<file path="src/rtl/tl_memory_master_bridge_pkg.sv">
// Shared definitions for the TL-UL master bridge and its slave-side peers.
// Contents:
//   mem_access_size_t  - core access size (BYTE/HALF/WORD), encoded as TL a_size
//   TL_* localparams   - bus widths and channel A/D opcode encodings
//   tl_size_to_mask    - byte-lane mask for an access of a given size/offset
//   tl_is_misaligned   - natural-alignment check for an access
package tl_memory_master_bridge_pkg;

   typedef enum logic [1:0] {
      MEM_BYTE = 2'd0,
      MEM_HALF = 2'd1,
      MEM_WORD = 2'd2
   } mem_access_size_t;

   localparam int TL_AW   = 32;   // address width
   localparam int TL_DW   = 32;   // data width
   localparam int TL_DBW  = 4;    // byte lanes
   localparam int TL_SZW  = 2;    // a_size / d_size width
   localparam int TL_SRCW = 4;    // source id width

   // Channel A opcodes
   localparam logic [2:0] TL_A_PUT_FULL_DATA = 3'd0;
   localparam logic [2:0] TL_A_GET           = 3'd4;

   // Channel D opcodes
   localparam logic [2:0] TL_D_ACCESS_ACK      = 3'd0;
   localparam logic [2:0] TL_D_ACCESS_ACK_DATA = 3'd1;

   // Lane mask of an access: 1, 2 or 4 contiguous lanes starting at addr_lo.
   // An unsupported size yields an empty mask.
   function automatic logic [3:0] tl_size_to_mask(input logic [1:0] size,
                                                   input logic [1:0] addr_lo);
      logic [3:0] base;
      case (size)
         2'd0:    base = 4'b0001;
         2'd1:    base = 4'b0011;
         2'd2:    base = 4'b1111;
         default: base = 4'b0000;
      endcase
      return base << addr_lo;
   endfunction

   // Accesses must be naturally aligned; the reserved size code is treated
   // as unusable so it never reaches the bus.
   function automatic logic tl_is_misaligned(input logic [1:0] size,
                                              input logic [1:0] addr_lo);
      logic bad;
      case (size)
         2'd0:    bad = 1'b0;
         2'd1:    bad = addr_lo[0];
         2'd2:    bad = |addr_lo;
         default: bad = 1'b1;
      endcase
      return bad;
   endfunction

endpackage

</file>
<file path="src/rtl/tl_memory_master_bridge_if.sv">
// TL-UL channel A / channel D bundle between the bridge and the crossbar.
// Modports:
//   master_ul - drives a_* and d_ready; samples a_ready and d_*
//   slave_ul  - the mirror image, for the memory side / test models
interface tl_memory_master_bridge_if import tl_memory_master_bridge_pkg::*; ();

   // Channel A
   logic                a_valid;
   logic                a_ready;
   logic [2:0]          a_opcode;
   logic [2:0]          a_param;
   logic [TL_SZW-1:0]   a_size;
   logic [TL_SRCW-1:0]  a_source;
   logic [TL_AW-1:0]    a_address;
   logic [TL_DBW-1:0]   a_mask;
   logic [TL_DW-1:0]    a_data;

   // Channel D
   logic                d_valid;
   logic                d_ready;
   logic [2:0]          d_opcode;
   logic [TL_SRCW-1:0]  d_source;
   logic [TL_DW-1:0]    d_data;
   logic                d_error;

   modport master_ul (
      output a_valid, a_opcode, a_param, a_size, a_source, a_address, a_mask, a_data,
      input  a_ready,
      input  d_valid, d_opcode, d_source, d_data, d_error,
      output d_ready
   );

   modport slave_ul (
      input  a_valid, a_opcode, a_param, a_size, a_source, a_address, a_mask, a_data,
      output a_ready,
      output d_valid, d_opcode, d_source, d_data, d_error,
      input  d_ready
   );

endinterface

</file>
<file path="src/rtl/tl_memory_master_bridge_lane_align.sv">
// tl_lane_align: purely combinational byte-lane steering for one access.
// Ports:
//   size_i, addr_lo_i - access size and byte offset within the word
//   wdata_i           - right-justified store data from the core
//   d_data_i          - raw channel D read data
//   a_mask_o          - channel A lane mask
//   a_data_o          - store data moved onto its lanes
//   rdata_o           - read data right-justified and zero-extended
module tl_lane_align import tl_memory_master_bridge_pkg::*; (
   input  mem_access_size_t    size_i,
   input  logic [1:0]          addr_lo_i,
   input  logic [TL_DW-1:0]    wdata_i,
   input  logic [TL_DW-1:0]    d_data_i,
   output logic [TL_DBW-1:0]   a_mask_o,
   output logic [TL_DW-1:0]    a_data_o,
   output logic [TL_DW-1:0]    rdata_o
);

   logic [4:0]          shamt;
   logic [TL_DBW-1:0]   keep_lanes;
   logic [TL_DW-1:0]    keep_bits;
   logic [TL_DW-1:0]    rd_shifted;

   assign shamt      = {addr_lo_i, 3'b000};
   assign a_mask_o   = tl_size_to_mask(size_i, addr_lo_i);
   assign a_data_o   = wdata_i << shamt;
   assign rd_shifted = d_data_i >> shamt;

   // After right-justifying, the lanes to keep are the ones an access of
   // this size would cover at offset 0.
   assign keep_lanes = tl_size_to_mask(size_i, 2'b00);

   generate
      for (genvar gi = 0; gi < TL_DBW; gi++) begin : g_keep
         assign keep_bits[8*gi +: 8] = {8{keep_lanes[gi]}};
      end
   endgenerate

   assign rdata_o = rd_shifted & keep_bits;

endmodule

</file>
<file path="src/rtl/tl_memory_master_bridge.sv">
// tl_memory_master_bridge: turns the core's single-outstanding load/store
// request into a TL-UL Get / PutFullData and returns the AccessAck(Data)
// result (or an error) to the core.
// Ports:
//   clk_i, reset_ni                      - clock, async active-low reset
//   req_valid_i/req_ready_o              - core request handshake
//   req_we_i/req_addr_i/req_size_i/req_wdata_i - request payload
//   resp_valid_o/resp_ready_i            - core response handshake
//   resp_rdata_o/resp_error_o            - response payload
//   tilelink                             - TL-UL master side (channels A/D)
// Parameters:
//   SOURCE_ID - a_source value, also the only accepted d_source
//   TIMEOUT   - WAIT_D cycles before giving up with an error (0 = never)
module tl_memory_master_bridge import tl_memory_master_bridge_pkg::*; #(
   parameter int unsigned SOURCE_ID = 0,
   parameter int unsigned TIMEOUT   = 255
) (
   input  logic                 clk_i,
   input  logic                 reset_ni,

   input  logic                 req_valid_i,
   output logic                 req_ready_o,
   input  logic                 req_we_i,
   input  logic [TL_AW-1:0]     req_addr_i,
   input  mem_access_size_t     req_size_i,
   input  logic [TL_DW-1:0]     req_wdata_i,

   output logic                 resp_valid_o,
   input  logic                 resp_ready_i,
   output logic [TL_DW-1:0]     resp_rdata_o,
   output logic                 resp_error_o,

   tl_memory_master_bridge_if.master_ul tilelink
);

   typedef enum logic [2:0] {
      ST_IDLE   = 3'd0,
      ST_SEND_A = 3'd1,
      ST_WAIT_D = 3'd2,
      ST_RESP   = 3'd3,
      ST_DRAIN  = 3'd4
   } state_e;

   typedef struct packed {
      logic               we;
      logic [TL_AW-1:0]   addr;
      mem_access_size_t   size;
      logic [TL_DW-1:0]   wdata;
   } req_t;

   localparam int CNT_W = (TIMEOUT > 1) ? $clog2(TIMEOUT + 1) : 1;
   localparam logic [CNT_W:0]        TIMEOUT_L = (CNT_W + 1)'(TIMEOUT);
   localparam logic [TL_SRCW-1:0]    SRC_ID    = TL_SRCW'(SOURCE_ID);

   state_e              state_q, state_d;
   req_t                req_q, req_d;
   logic [TL_DW-1:0]    rdata_q, rdata_d;
   logic                error_q, error_d;
   logic [CNT_W-1:0]    cnt_q, cnt_d;
   logic                d_seen_q, d_seen_d;        // DRAIN: late D beat swallowed
   logic                resp_done_q, resp_done_d;  // DRAIN: error response taken

   logic [CNT_W:0]      cnt_inc;
   logic                timeout_hit;
   logic [2:0]          exp_d_opcode;
   logic                a_valid_c;
   logic                d_ready_c;

   logic [TL_DBW-1:0]   lane_mask;
   logic [TL_DW-1:0]    lane_wdata;
   logic [TL_DW-1:0]    lane_rdata;

   // Channel A fields derive only from the latched request, so they cannot
   // move while a_valid waits for a_ready.
   tl_lane_align u_lane_align (
      .size_i    (req_q.size),
      .addr_lo_i (req_q.addr[1:0]),
      .wdata_i   (req_q.wdata),
      .d_data_i  (tilelink.d_data),
      .a_mask_o  (lane_mask),
      .a_data_o  (lane_wdata),
      .rdata_o   (lane_rdata)
   );

   assign tilelink.a_valid   = a_valid_c;
   assign tilelink.a_opcode  = req_q.we ? TL_A_PUT_FULL_DATA : TL_A_GET;
   assign tilelink.a_param   = 3'd0;
   assign tilelink.a_size    = req_q.size;
   assign tilelink.a_source  = SRC_ID;
   assign tilelink.a_address = req_q.addr;
   assign tilelink.a_mask    = lane_mask;
   assign tilelink.a_data    = lane_wdata;
   assign tilelink.d_ready   = d_ready_c;

   assign resp_rdata_o = rdata_q;
   assign resp_error_o = error_q;

   assign exp_d_opcode = req_q.we ? TL_D_ACCESS_ACK : TL_D_ACCESS_ACK_DATA;
   assign cnt_inc      = {1'b0, cnt_q} + 1'b1;
   assign timeout_hit  = (TIMEOUT != 0) && (cnt_inc == TIMEOUT_L);

   always_comb begin
      state_d      = state_q;
      req_d        = req_q;
      rdata_d      = rdata_q;
      error_d      = error_q;
      cnt_d        = cnt_q;
      d_seen_d     = d_seen_q;
      resp_done_d  = resp_done_q;
      req_ready_o  = 1'b0;
      resp_valid_o = 1'b0;
      a_valid_c    = 1'b0;
      d_ready_c    = 1'b0;

      case (state_q)
         ST_IDLE: begin
            req_ready_o = 1'b1;
            if (req_valid_i) begin
               req_d.we    = req_we_i;
               req_d.addr  = req_addr_i;
               req_d.size  = req_size_i;
               req_d.wdata = req_wdata_i;
               rdata_d     = '0;
               error_d     = 1'b0;
               // Misaligned accesses are answered locally, never issued.
               if (tl_is_misaligned(req_size_i, req_addr_i[1:0])) begin
                  error_d = 1'b1;
                  state_d = ST_RESP;
               end else begin
                  state_d = ST_SEND_A;
               end
            end
         end

         ST_SEND_A: begin
            a_valid_c = 1'b1;
            if (tilelink.a_ready) begin
               cnt_d   = '0;
               state_d = ST_WAIT_D;
            end
         end

         ST_WAIT_D: begin
            d_ready_c = 1'b1;
            if (tilelink.d_valid) begin
               rdata_d = req_q.we ? '0 : lane_rdata;
               error_d = tilelink.d_error
                       | (tilelink.d_source != SRC_ID)
                       | (tilelink.d_opcode != exp_d_opcode);
               state_d = ST_RESP;
            end else begin
               cnt_d = cnt_inc[CNT_W-1:0];
               if (timeout_hit) begin
                  error_d     = 1'b1;
                  d_seen_d    = 1'b0;
                  resp_done_d = 1'b0;
                  state_d     = ST_DRAIN;
               end
            end
         end

         ST_RESP: begin
            resp_valid_o = 1'b1;
            if (resp_ready_i) begin
               state_d = ST_IDLE;
            end
         end

         ST_DRAIN: begin
            // The transaction is still outstanding on the bus: keep the
            // error response up and swallow the late beat, in either order.
            d_ready_c    = !d_seen_q;
            resp_valid_o = !resp_done_q;
            if (tilelink.d_valid && !d_seen_q) begin
               d_seen_d = 1'b1;
            end
            if (resp_ready_i && !resp_done_q) begin
               resp_done_d = 1'b1;
            end
            if (d_seen_d && resp_done_d) begin
               state_d = ST_IDLE;
            end
         end

         default: begin
            state_d = ST_IDLE;
         end
      endcase
   end

   always_ff @(posedge clk_i or negedge reset_ni) begin
      if (!reset_ni) begin
         state_q     <= ST_IDLE;
         req_q       <= '0;
         rdata_q     <= '0;
         error_q     <= 1'b0;
         cnt_q       <= '0;
         d_seen_q    <= 1'b0;
         resp_done_q <= 1'b0;
      end else begin
         state_q     <= state_d;
         req_q       <= req_d;
         rdata_q     <= rdata_d;
         error_q     <= error_d;
         cnt_q       <= cnt_d;
         d_seen_q    <= d_seen_d;
         resp_done_q <= resp_done_d;
      end
   end

endmodule

</file>
<file path="src/flat_wrapper.sv">
// flat-port wrapper written by rule: the top's interface ports become plain ports
module tl_memory_master_bridge_flat import tl_memory_master_bridge_pkg::*;
#(
   parameter int unsigned SOURCE_ID = 0,
   parameter int unsigned TIMEOUT   = 255
)
  (clk_i, reset_ni, req_valid_i, req_ready_o, req_we_i, req_addr_i, req_size_i, req_wdata_i, resp_valid_o, resp_ready_i, resp_rdata_o, resp_error_o, tilelink_a_valid, tilelink_a_opcode, tilelink_a_param, tilelink_a_size, tilelink_a_source, tilelink_a_address, tilelink_a_mask, tilelink_a_data, tilelink_a_ready, tilelink_d_valid, tilelink_d_opcode, tilelink_d_source, tilelink_d_data, tilelink_d_error, tilelink_d_ready);
  tl_memory_master_bridge_if tilelink_i ();
  input  logic clk_i;
  input  logic reset_ni;
  input  logic req_valid_i;
  output logic req_ready_o;
  input  logic req_we_i;
  input  logic [TL_AW-1:0] req_addr_i;
  input  mem_access_size_t req_size_i;
  input  logic [TL_DW-1:0] req_wdata_i;
  output logic resp_valid_o;
  input  logic resp_ready_i;
  output logic [TL_DW-1:0] resp_rdata_o;
  output logic resp_error_o;
  output wire logic [$bits(tilelink_i.a_valid)-1:0] tilelink_a_valid;
  output wire logic [$bits(tilelink_i.a_opcode)-1:0] tilelink_a_opcode;
  output wire logic [$bits(tilelink_i.a_param)-1:0] tilelink_a_param;
  output wire logic [$bits(tilelink_i.a_size)-1:0] tilelink_a_size;
  output wire logic [$bits(tilelink_i.a_source)-1:0] tilelink_a_source;
  output wire logic [$bits(tilelink_i.a_address)-1:0] tilelink_a_address;
  output wire logic [$bits(tilelink_i.a_mask)-1:0] tilelink_a_mask;
  output wire logic [$bits(tilelink_i.a_data)-1:0] tilelink_a_data;
  input wire logic [$bits(tilelink_i.a_ready)-1:0] tilelink_a_ready;
  input wire logic [$bits(tilelink_i.d_valid)-1:0] tilelink_d_valid;
  input wire logic [$bits(tilelink_i.d_opcode)-1:0] tilelink_d_opcode;
  input wire logic [$bits(tilelink_i.d_source)-1:0] tilelink_d_source;
  input wire logic [$bits(tilelink_i.d_data)-1:0] tilelink_d_data;
  input wire logic [$bits(tilelink_i.d_error)-1:0] tilelink_d_error;
  output wire logic [$bits(tilelink_i.d_ready)-1:0] tilelink_d_ready;
  assign tilelink_a_valid = tilelink_i.a_valid;
  assign tilelink_a_opcode = tilelink_i.a_opcode;
  assign tilelink_a_param = tilelink_i.a_param;
  assign tilelink_a_size = tilelink_i.a_size;
  assign tilelink_a_source = tilelink_i.a_source;
  assign tilelink_a_address = tilelink_i.a_address;
  assign tilelink_a_mask = tilelink_i.a_mask;
  assign tilelink_a_data = tilelink_i.a_data;
  assign tilelink_i.a_ready = tilelink_a_ready;
  assign tilelink_i.d_valid = tilelink_d_valid;
  assign tilelink_i.d_opcode = tilelink_d_opcode;
  assign tilelink_i.d_source = tilelink_d_source;
  assign tilelink_i.d_data = tilelink_d_data;
  assign tilelink_i.d_error = tilelink_d_error;
  assign tilelink_d_ready = tilelink_i.d_ready;
  tl_memory_master_bridge #(.SOURCE_ID(SOURCE_ID), .TIMEOUT(TIMEOUT)) u_core (.clk_i(clk_i), .reset_ni(reset_ni), .req_valid_i(req_valid_i), .req_ready_o(req_ready_o), .req_we_i(req_we_i), .req_addr_i(req_addr_i), .req_size_i(req_size_i), .req_wdata_i(req_wdata_i), .resp_valid_o(resp_valid_o), .resp_ready_i(resp_ready_i), .resp_rdata_o(resp_rdata_o), .resp_error_o(resp_error_o), .tilelink(tilelink_i));
endmodule
</file>
<file path="config.mk">
export PLATFORM = sky130hd
export DESIGN_NAME = tl_memory_master_bridge_flat
export DESIGN_NICKNAME = d
export VERILOG_FILES = /design/src/rtl/tl_memory_master_bridge_pkg.sv /design/src/rtl/tl_memory_master_bridge_if.sv /design/src/rtl/tl_memory_master_bridge_lane_align.sv /design/src/rtl/tl_memory_master_bridge.sv /design/src/flat_wrapper.sv
export SDC_FILE = /design/constraint.sdc
export NUM_CORES = 1
export LEC_CHECK = 0
export CAP_MARGIN = 10
export CORE_MARGIN = 4
export CORE_UTILIZATION = 48
export DETAILED_ROUTE_END_ITERATION = 12
export PLACE_DENSITY = 0.91
export SYNTH_ARGS = -nofsm -noshare
export SYNTH_HDL_FRONTEND = slang
export SYNTH_SLANG_ARGS = --single-unit
</file>
<file path="constraint.sdc">
create_clock -name clk_i -period 4 [get_ports clk_i]
set_input_delay 0.8 -clock clk_i [delete_from_list [all_inputs] [get_ports clk_i]]
set_output_delay 0.8 -clock clk_i [all_outputs]
set_load 0.005 [all_outputs]
</file>
==> results.toml <==
[floorplan]
design.core.area_sq_um = 12300
io_pins = 230
die_x_um = 121
die-area_sq_um = 14600
fp-row-count = 40
die_y_um = 121
start_util_pct = 49.9

[detailed_routing]
drc = 0
drt_first_pass_iters = 5
drt-total-wl_mm = 17.1
via_per_inst = 5.50
drt-wirelength-per-cell_um = 18.6
drt_iter0_drc = 385
vias = 5037
ant_nets = 0

[synth]
syn_inst = 559
synth-edff-count = 0
synth-seq-cells = 113
synth-main-ff-cell = "dfrtp_1"
syn_area_sq_um = 6120
ys_seq_area_share_pct = 46.2
synth_cell_type_count = 51
synth_async_sr_flop_share_pct = 100
yosys_warnings = 0
avgSynthCellArea_sq_um = 10.9

[timing]
fin_crit_sh_pct = 82.2
max_slew_margin_pct = 27.9
finalSetupViolCount = 0
fin_crit_ps = 3290
hold_viol = 0
slew_viol_final = 0
fin_ws_ps = 713
max_freq_mhz = 304
fin_setup_tns_ps = 0
worst_slew_pin_slew_ps = 1080
whs_ps = 480
rsz0062_at_grt = "false"
finClkSkew_ps = 7.54

[power_and_ir_drop]
leakage_uw = 0.00367
peakVddDrop_v = 0.000524
power_density_nw_per_um2 = 773
power_uw = 6730

[critical_path]
cp.required_ps = 3200
rr_startpoint = "u_core.state_q[2]"
crit_path_start_kind = "register"
path_class = "reg -> out"
reg2reg_to = "u_core.resp_rdata_o[3]"
r2r_cells = 6
cp-startpoint = "u_core.tilelink.a_address[0]"
rrSetupSlack_ps = 1350
worst_setup_path_end_kind = "output pin"
cp_max_fo = 20
cp.arrival_ps = 2490

[clock_tree]
clock_latency_ps = 410
tritoncts = "yes"
cts_hold_buf = 0
cts.sinks = 113
cts_buffers = 17
clk_pin_slew_ps = 50
cts.repair.resized = 0
post_cts_buffers = 0
clockBufferDepth = 2
htree_num_levels = 4
clockRootBuffer = "clkbuf_16"

[grt]
grt_pass1_wl_mm = 27.0
grt_pass1_vias = 5291
track_usage_pct = 23.4
grt_max_degree = 86
overflow = 0
antenna_found_initial = 0

[worst_hold_path]
min_from = "u_core.resp_rdata_o[4]"
hold_depth = 1
holdPathEnd = "u_core.resp_rdata_o[4]"
hold_class = "reg -> reg"

[finish]
nNetsFinal = 853
layout_commonest_cell = "clkdlybuf4s50_1"
syn_to_final_growth_pct = 42.4
stdcell_area_sq_um = 8710
n_antenna_cell = 0
drive_above_1_share_pct = 17.9
mostFrequentLayoutCells = "219 x clkdlybuf4s50_1, 111 x dfrtp_1, 65 x mux2_2"
filler_cell_count = 889

[placed_design]
dpl_cell_area_sq_um = 8120
dp_slack_ps = 702
portBuffers = 220
hpwl_mm = 12.4
gp_congestion = 0.890

[outcome]
status = "completed"

[job]
maxCapViolCount = 0
-- metrics by stage --
stage          util, %  std cells
2_1_floorplan        -        567
3_3_place_gp      66.2        885
3_5_place_dp      66.2        885
4_1_cts           71.1        915
5_1_grt           71.1        915
6_report          71.1        915
-- kinds of logic (layout without fill, tap and decap cells) --
group	Yosys count	after routing	synth area share [%]
buffers and inverters	86	266	8.94
adder cells (fa/ha/maj)	4	4	0.818
AO/OA/AOI/OAI	120	120	14.8
other	1	9	0.0613
flip-flops	113	113	46.2
AND/OR/NAND/NOR	132	132	11.0
XOR/XNOR	3	3	0.430
multiplexers	100	100	17.7
-- worst max-delay path: stages (launching register included) --
cell and delay, ps:
dfrtp_2 570, nor2b_2 480, buf_4 260, inv_1 60, o22ai_1 120, clkdlybuf4s50_1 590
-- where the power goes --
group,leakage [uW],internal [uW],switching [uW]
clock network,0.000300,992,485
logic,0.00195,1850,1420
registers,0.00142,1610,372
-- area by class of cell --
type | instances | area (sq um) | share of cell area (%)
clock buffers | 26 | 549 | 6.30
repair buffers | 231 | 2280 | 26.2
multi-input cells | 368 | 2780 | 31.9
well taps | 168 | 210 | 2.41
inverters | 5 | 18.8 | 0.215
clock inverters | 4 | 45.0 | 0.517
flip-flops and latches | 113 | 2830 | 32.5
-- layer usage --
layer	up-vias	wire, um	track usage [%]
li1	2298	-	-
met1	2466	6670	27.4
met2	244	8580	39.8
met3	29	1370	7.27
met4	0	436	9.99
met5	-	0	0
-- worst max path at each step --
stage,end
5_1_grt,tilelink_a_mask[2]
3_3_place_gp,u_core.resp_rdata_o[0]
6_report,tilelink_a_mask[2]
4_1_cts,tilelink_a_mask[2]
2_1_floorplan,tilelink_a_mask[3]
3_5_place_dp,u_core.resp_rdata_o[3]
-- Yosys cell counts, types with 2 or more instances --
| library cell | number | area [sq um] |
|---|---|---|
| ha_1 | 4 | 50.1 |
| buf_4 | 49 | 368 |
| mux2_2 | 65 | 732 |
| buf_6 | 3 | 33.8 |
| buf_2 | 14 | 70.1 |
| nor2_1 | 31 | 116 |
| and2_1 | 10 | 62.6 |
| a31oi_1 | 3 | 18.8 |
| nand3_1 | 3 | 15.0 |
| a22o_1 | 9 | 78.8 |
| xnor2_1 | 3 | 26.3 |
| clkbuf_1 | 10 | 37.5 |
| a2111oi_1 | 3 | 30.0 |
| a21oi_1 | 21 | 105 |
| o31ai_2 | 10 | 125 |
| dfrtp_1 | 113 | 2830 |
| and3_1 | 3 | 18.8 |
| nor3_1 | 6 | 30.0 |
| nor3b_1 | 2 | 15.0 |
| o31ai_1 | 6 | 45.0 |
| inv_1 | 5 | 18.8 |
| o21ai_0 | 26 | 130 |
| a211oi_1 | 18 | 135 |
| nand2_1 | 42 | 158 |
| mux2i_1 | 35 | 350 |
| nand2b_1 | 2 | 12.5 |
| a2111oi_2 | 5 | 75.1 |
| a21o_1 | 9 | 67.6 |
| nor2b_1 | 22 | 138 |
| nand4_1 | 2 | 12.5 |
| buf_1 | 5 | 18.8 |
-- registers in the layout (all words and copies together), names as in the netlist --
| signal | cells |
|---|---|
| u_core.cnt_q | 8 |
| u_core.d_seen_q | 1 |
| u_core.req_q | 33 |
| u_core.resp_done_q | 1 |
| u_core.resp_error_o | 1 |
| u_core.resp_rdata_o | 32 |
| u_core.state_q | 3 |
| u_core.tilelink.a_address | 32 |
| u_core.tilelink.a_size | 2 |
No activity file was read; power rests on OpenSTA's default activity.
